$ cat src/rtl/sram_arbiter.sv
// Two-port round-robin arbiter in front of the single-ported on-chip SRAM.
// Port 0 is the CPU, port 1 a secondary master (DMA / loader).
//
// Handshake (both master ports): a master raises mN_valid with wstrb/addr/wdata
// stable and holds them until mN_ready. mN_ready is a single-cycle completion
// pulse; mN_rdata is meaningful only while mN_ready=1 and is 0 otherwise.
// The slave side pulses s_select for one cycle and expects s_ready one cycle
// later. If s_ready never arrives, the WAIT-state watchdog completes the access
// with 32'hDEADBEEF and raises the sticky err flag.
module sram_arbiter #(
   parameter int ADDRWIDTH = 13,
   parameter int TIMEOUT   = 15
) (
   input  logic                 clk,
   input  logic                 reset,
   input  logic                 m0_valid,
   input  logic [3:0]           m0_wstrb,
   input  logic [ADDRWIDTH-1:0] m0_addr,
   input  logic [31:0]          m0_wdata,
   output logic                 m0_ready,
   output logic [31:0]          m0_rdata,
   input  logic                 m1_valid,
   input  logic [3:0]           m1_wstrb,
   input  logic [ADDRWIDTH-1:0] m1_addr,
   input  logic [31:0]          m1_wdata,
   output logic                 m1_ready,
   output logic [31:0]          m1_rdata,
   output logic                 s_select,
   output logic [3:0]           s_wstrb,
   output logic [ADDRWIDTH-1:0] s_addr,
   output logic [31:0]          s_wdata,
   input  logic                 s_ready,
   input  logic [31:0]          s_rdata,
   output logic                 err,
   output logic                 err_port
);

   typedef enum logic [1:0] {IDLE, ISSUE, WAIT} state_t;

   state_t      state, state_nx;
   logic        grant, grant_nx;
   logic        last_grant;
   logic        take;
   logic [3:0]  cap_wstrb;
   logic [7:0]  wait_cnt;
   logic        timeout_hit;
   logic        done;
   logic [31:0] resp_data;

   // The watchdog fires on the TIMEOUT-th consecutive WAIT cycle without s_ready.
   assign timeout_hit = (state == WAIT) && !s_ready && (wait_cnt == 8'(TIMEOUT - 1));
   assign done        = (state == WAIT) && (s_ready || timeout_hit);
   assign resp_data   = s_ready ? s_rdata : 32'hDEADBEEF;

   // Next-state and grant selection; on a tie the port that did not win last time goes.
   always_comb begin
      state_nx = state;
      grant_nx = grant;
      take     = 1'b0;
      case (state)
         IDLE: begin
            if (m0_valid && m1_valid) begin
               grant_nx = ~last_grant;
               take     = 1'b1;
            end else if (m0_valid) begin
               grant_nx = 1'b0;
               take     = 1'b1;
            end else if (m1_valid) begin
               grant_nx = 1'b1;
               take     = 1'b1;
            end
            if (take) state_nx = ISSUE;
         end
         ISSUE:   state_nx = WAIT;
         WAIT:    if (done) state_nx = IDLE;
         default: state_nx = IDLE;
      endcase
   end

   // Slave strobes are live only in ISSUE; completion is steered to the granted port.
   always_comb begin
      s_select = (state == ISSUE);
      s_wstrb  = (state == ISSUE) ? cap_wstrb : 4'b0000;
      m0_ready = done && !grant;
      m1_ready = done && grant;
      m0_rdata = (done && !grant) ? resp_data : 32'h0;
      m1_rdata = (done && grant)  ? resp_data : 32'h0;
   end

   // State, grant history and captured request fields.
   always_ff @(posedge clk or posedge reset) begin
      if (reset) begin
         state      <= IDLE;
         grant      <= 1'b0;
         last_grant <= 1'b1;
         cap_wstrb  <= 4'b0000;
         s_addr     <= '0;
         s_wdata    <= 32'h0;
      end else begin
         state <= state_nx;
         if (take) begin
            grant      <= grant_nx;
            last_grant <= grant_nx;
            cap_wstrb  <= grant_nx ? m1_wstrb : m0_wstrb;
            s_addr     <= grant_nx ? m1_addr  : m0_addr;
            s_wdata    <= grant_nx ? m1_wdata : m0_wdata;
         end
      end
   end

   // Watchdog counter and sticky error reporting.
   always_ff @(posedge clk or posedge reset) begin
      if (reset) begin
         wait_cnt <= 8'd0;
         err      <= 1'b0;
         err_port <= 1'b0;
      end else begin
         if (state == ISSUE) begin
            wait_cnt <= 8'd0;
         end else if (state == WAIT && !s_ready) begin
            wait_cnt <= wait_cnt + 8'd1;
         end
         if (timeout_hit) begin
            err      <= 1'b1;
            err_port <= grant;
         end
      end
   end

endmodule
$ cat config.mk
export PLATFORM = sky130hd
export DESIGN_NAME = sram_arbiter
export DESIGN_NICKNAME = d
export VERILOG_FILES = /design/src/rtl/sram_arbiter.sv
export SDC_FILE = /design/constraint.sdc
export NUM_CORES = 1
export LEC_CHECK = 0
export CORE_MARGIN = 1.5
export CORE_UTILIZATION = 38
export DETAILED_ROUTE_END_ITERATION = 10
export HOLD_SLACK_MARGIN = 0.15
export PLACE_DENSITY = 0.84
export SKIP_CTS_REPAIR_TIMING = 1
export SLEW_MARGIN = 20
export SYNTH_ARGS = -nofsm -noshare
export SYNTH_HDL_FRONTEND = slang
export SYNTH_SLANG_ARGS = --single-unit
$ cat constraint.sdc
create_clock -name clk -period 2.1 [get_ports clk]
set_input_delay 0.42 -clock clk [delete_from_list [all_inputs] [get_ports clk]]
set_output_delay 0.42 -clock clk [all_outputs]
set_load 0.01 [all_outputs]
# After elaboration in Yosys (flattened, before gate mapping)
# Index checks and enable logic that the tools add are counted.
[totals] input_bits=135 latchBits=0 romBits=0 word_cells=49 register_bits=63 mem_bits_rw=0 n_memories=0
[classes] addsub=1 shift=0 n_eq_ne=5 div_mod_pow=0 n_mul=0 bitwise=1 n_mux=21 n_reduce_logical=12 n_lt_le_gt_ge=0
[op_table] operator="$mux 32" n=4
[op_table] operator="$mux 8" n=2
[op_table] operator="$mux 13" n=1
[op_table] operator="$mux 1" n=9
[op_table] operator="$add 8x1->8 const B" n=1
[op_table] operator="$eq 8x4->1 const B" n=1
[op_table] operator="$mux 4" n=2
[op_table] operator="$logic_and 1x1->1" n=6
[op_table] operator="$pmux 2 s3" n=1
[op_table] operator="$mux 2" n=2
[op_table] operator="$eq 2x1->1 const B" n=1
[op_table] operator="$eq 2x2->1 const B" n=1
[op_table] operator="$logic_not 1->1" n=2
[op_table] operator="$logic_not 2->1" n=1
[op_table] operator="$ne 2x1->1 const B" n=1
[op_table] operator="$ne 2x2->1 const B" n=1
[op_table] operator="$reduce_and 2->1" n=1
[op_table] operator="$reduce_bool 2->1" n=1
[op_table] operator="$logic_or 1x1->1" n=1
[op_table] operator="$not 1->1" n=1

# Depth between registers and ports, before layout
# Gate-level depths: netlist of run 1.
[depth] word_depth=7 ltp_mapped=7 depth_no_buf=5

# Least setup slack after synthesis of run 1
# Ideal clock, no wire load.
[synth_timing] kind="reg-to-output" start="register wait_cnt[0]" end="output port m1_rdata[10]" t_arrival_ns=1.524 slack_ns=0.156 n_path_buf=2 required_ns=1.680 path_stages_with_launch=8 cell_sequence="dfrtp_1 inv_1 ha_1 nor3b_1 nand3b_1 buf_2 buf_2 a21oi_1"
[synth_between] elab_chain_len=6
[synth_rtl] element="start: declaration" line="45" text="logic [7:0] wait_cnt;"
[synth_rtl] element="start signal: assignment" line="121" text="wait_cnt <= wait_cnt + 8'd1;"
[synth_rtl] element="$eq 8x4->1" line="51" text="assign timeout_hit = (state == WAIT) && !s_ready && (wait_cnt == 8'(TIMEOUT - 1));"
[synth_rtl] element="$logic_and 1x1->1" line="51"
[synth_rtl] element="$logic_or 1x1->1" line="52" text="assign done = (state == WAIT) && (s_ready || timeout_hit);"
[synth_rtl] element="$logic_and 1x1->1" line="52"
[synth_rtl] element="$logic_and 1x1->1" line="87" text="m1_rdata = (done && grant) ? resp_data : 32'h0;"
[synth_rtl] element="$mux 32" line="87"
[synth_rtl] element="end: declaration" line="27" text="output logic [31:0] m1_rdata,"
# No other way between the ends.

# Worst setup path in the final report of run 1
[layout_timing] start="register wait_cnt[0]" end="output port m1_rdata[13]"
# Same word-level chain as after synthesis.

==> summary.txt, run 1 <==
Run status
  • Outcome: finished with violations
  • Violated checks: setup timing

Power and ir drop
  • Total power: 7.31 mW
  • Switching pwr: 3.09 mW
  • Switching power as a share of total power: 0.423
  • Clk pwr share: 0.144
  • Static Leakage: 3.28 nW
  • Power density normalized to cell area: approximately 1000 nW/um^2
  • Part of the power in registers: 0.276
  • Internal Dissipation: ~4.2 mW
  • Maximum VDD drop: approximately 0.7 mV
  • Relative contribution of combinational cells to total power: 0.581

Setup path
  • Reg2Reg Setup Slack: between 0.1 and 0.15 ns
  • Reg-to-reg startpoint: state[1]$_DFFE_PP0P_
  • Crit path cell chain: inv_2, ha_4, nor3b_4, buf_6, nand3b_1, buf_6, clkbuf_16, a21oi_1, buf_2
  • Arrival time at the worst endpoint: 1.96 ns
  • R2R cell count: 5
  • Number of logic stages on the critical path including buffering: 9
  • Type of element launching the critical path: flip-flop
  • Worst EP required: between 1.5 and 2 ns
  • CP dominant cell by count: buf_6
  • Buffers & Inverters on Critical Path: 5
  • Cell family with the largest share of critical-path delay: buffers and inverters
  • Worst setup path category: flip-flop to output pin
  • Nature of the critical path endpoint: output pin
  • Terminus of the critical flop-to-flop path: s_addr[1]$_DFFE_PP0P_
  • Cell type of the slowest stage on the worst timing path: dfrtp_1
  • Delay of the slowest cell on the worst path: 0.39 ns
  • Biggest fanout along the worst timing path: 12

Clocking
  • Buffers from clock root to sink, at most: 2
  • Number of buffers inserted during clock tree synthesis: 9
  • Count of clock tree sinks: 63
  • Clock latency on the worst-skew pair: 0.35 ns
  • Clock transition at the registers of the reported paths: 0.07 ns
  • Clock tree from TritonCTS: yes
  • CTS H-Tree Depth: 3
  • CTS root buf: clkbuf_8

Placed design
  • Final HPWL DP: 11.6 mm
  • Routability Congestion: 0.885
  • Number of buffer cells added on primary ports: around 250
  • Placed cell count: 833

Synthesis
  • Synth Flop Type: dfrtp_1
  • Synthesized area: 4090 um^2
  • Mapped Nets: between 600 and 700
  • Post-synthesis cell type count: 37
  • Top cells by area, synth: dfrtp_1 38%, o2111ai_1 21%, nand3_1 6.7%
  • Number of enable-type register cells in the synthesized netlist: 0
  • Most frequently used cell type in the post-synthesis netlist: o2111ai_1
  • Gate Count Post-Synth: 483
  • Number of register bits inferred by synthesis: between 60 and 70
  • Portion of the post-synthesis area used by sequential elements: 0.386
  • Async set-or-reset flop fraction in the synthesized netlist: 1.00
  • Syn avg cell area: around 8.5 um^2
  • Top-area cell type share of the netlist area: 0.379
  • Commonest cells in the netlist: 98 x o2111ai_1, 62 x dfrtp_1, 57 x clkbuf_1, 55 x nand3_1, 53 x o21ai_0
  • Largest area contributor in the netlist: dfrtp_1
  • Count of yosys warnings during synthesis: 0

STA
  • Setup repair after global routing missed its margin: true
  • Upper clock frequency limit: about 420 MHz
  • Worst-case clock skew: roughly 0.005 ns
  • Fraction of the cycle the final worst path needs: 1.14
  • Max-slew violation total from the final report: 0
  • Finish-stage setup viols: 48
  • Slew headroom: 0.396
  • Transition time at the pin with the least slew margin: roughly 0.9 ns
  • Number of hold violations in the final report: 0
  • WHS: 0.460 ns
  • Crit path setup slack, layout: -0.284 ns
  • Final period demand of the worst path: around 2.4 ns

Die
  • Full die area: approximately 11000 um^2
  • I/O pins: approximately 250
  • Die Y: ~110 um
  • Initial core utilization: 0.395
  • Die width: 107 um
  • Core area: slightly above 10000 um^2
  • Total number of placement rows: 37

Run
  • Max Cap Violations: 0

Drt
  • Per-cell routed wire length: 20.3 um
  • WL final: 17.5 mm
  • Initial DRT Pass Iterations: 7
  • Via/cell ratio: between 6 and 7
  • Vias post-DR: around 5300
  • Antenna Nets Post-Route: 0
  • 1st-iter DRT viols: approximately 420
  • Number of DRC violations after detailed routing: 0

Hold path
  • Path type of the worst min-delay path: input pin to asynchronous set/reset pin

Global routing
  • Maximum number of pins on one net before global-route repair: 103
  • Wire length of the first global-routing pass: about 26 mm
  • Number of global-route vias before repair: 5009
  • GRT overflow: 0
  • Gr usage total: 0.288
  • Number of antenna violations at the first check in global routing: 0

Final layout
  • Share of layout cells above drive strength 1: 0.220
  • ANT cells: 0
  • Non-filler cells, final: around 860
  • Final Util: 0.685
  • Synth-to-Final Area Change: 73.5%
  • Number of nets in the layout: ~850
[power by group through the flow]
stage          Sequential (mW)  Combinational [mW]  Clock [mW]
2_1_floorplan             2.19                1.88           0
3_5_place_dp              2.02                4.13           0
3_3_place_gp              2.00                4.03           0
4_1_cts                   2.01                4.15        1.07
6_report                  2.01                4.24        1.05
5_1_grt                   2.06                4.58        1.13
[layout make-up]
cell class	count	area, um^2
inverters	6	22.5
well taps	136	170
clock inverters	4	45.0
clock buffers	12	145
flip-flops and latches	63	1580
multi-input cells	341	2360
fillers	845	3270
repair buffers	296	2780
[worst max-delay path by stage]
stage | from | end | slack, ns
after floorplan | reset | cap_wstrb[0]$_DFFE_PP0P_ | 0.11
after global placement | s_ready | m1_rdata[26] | -0.57
after detailed placement | s_ready | m1_rdata[26] | -0.63
after CTS | wait_cnt[0]$_DFFE_PP0P_ | m1_rdata[26] | -1.0
after global routing | wait_cnt[0]$_DFFE_PP0P_ | m1_rdata[13] | -0.39
final | wait_cnt[0]$_DFFE_PP0P_ | m1_rdata[13] | -0.28
[flip-flops by register name, indices dropped and copies added, names as in the netlist]
name        count
grant           1
err_port        1
last_grant      1
s_addr         13
state           2
cap_wstrb       4
s_wdata        32
err             1
wait_cnt        8
[cells by family after synthesis]
group	count (synthesis)	synth area share
DFF	63	0.386
xor gates and xnor gates	1	0.00214
and+or+nand+nor	124	0.156
muxes	4	0.0113
buffers and inverters	79	0.0813
adders and majority gates	2	0.00611
AOI/OAI and AO/OA	210	0.358
[per-layer routing]
layer,vias to the layer above,GRT usage,routed length (um)
met5,-,0,0
met4,0,0.169,720
met3,59,0.0699,1580
met2,319,0.497,8770
met1,2543,0.322,6380
li1,2377,-,-
[placed cells by master (no fill, tap or decap), types with 2 or more instances in the layout]
cell type          n
nand3_1           55
o2111ai_1         98
a21oi_2           30
o21ai_0           53
dfrtp_1           62
a21oi_1           18
nand2_1           30
nand2b_1           2
mux2i_1            2
dlymetal6s2s_1    20
buf_12             6
and2_1             5
buf_4             32
nand4_1            2
clkbuf_8          10
clkinv_2           3
clkbuf_2           4
clkbuf_16          3
o21a_1             2
buf_6              3
clkbuf_1           2
inv_2              3
nor2_4             2
and3_1            17
inv_1              3
buf_2             49
clkdlybuf4s50_1  179
[metrics by stage]
stage | worst slack, ns | cell area (um^2) | setup TNS (ns)
6_report | -0.284 | 7100 | -10.45
5_1_grt | -0.394 | 7100 | -16.57
4_1_cts | -1.00 | 7010 | -43.15
3_5_place_dp | -0.634 | 6820 | -21.23
3_3_place_gp | -0.566 | 6820 | -18.92
2_1_floorplan | 0.112 | 4090 | 0
[worst register-to-register path, cell delays in order, from the launching register on]
cell     delay [ns]
dfrtp_1        0.43
buf_4          0.15
buf_4          0.13
or2_2          0.63
o21ai_0        0.38
nand3_1        0.11
(Power assumes the default switching activity.)
==> inputs of run 2 (changes only) <==
- GPL_TIMING_DRIVEN: not set -> 1
==> results of run 2 <==
Same layout as run 1: the final DEF is identical, and so are final timing and power.
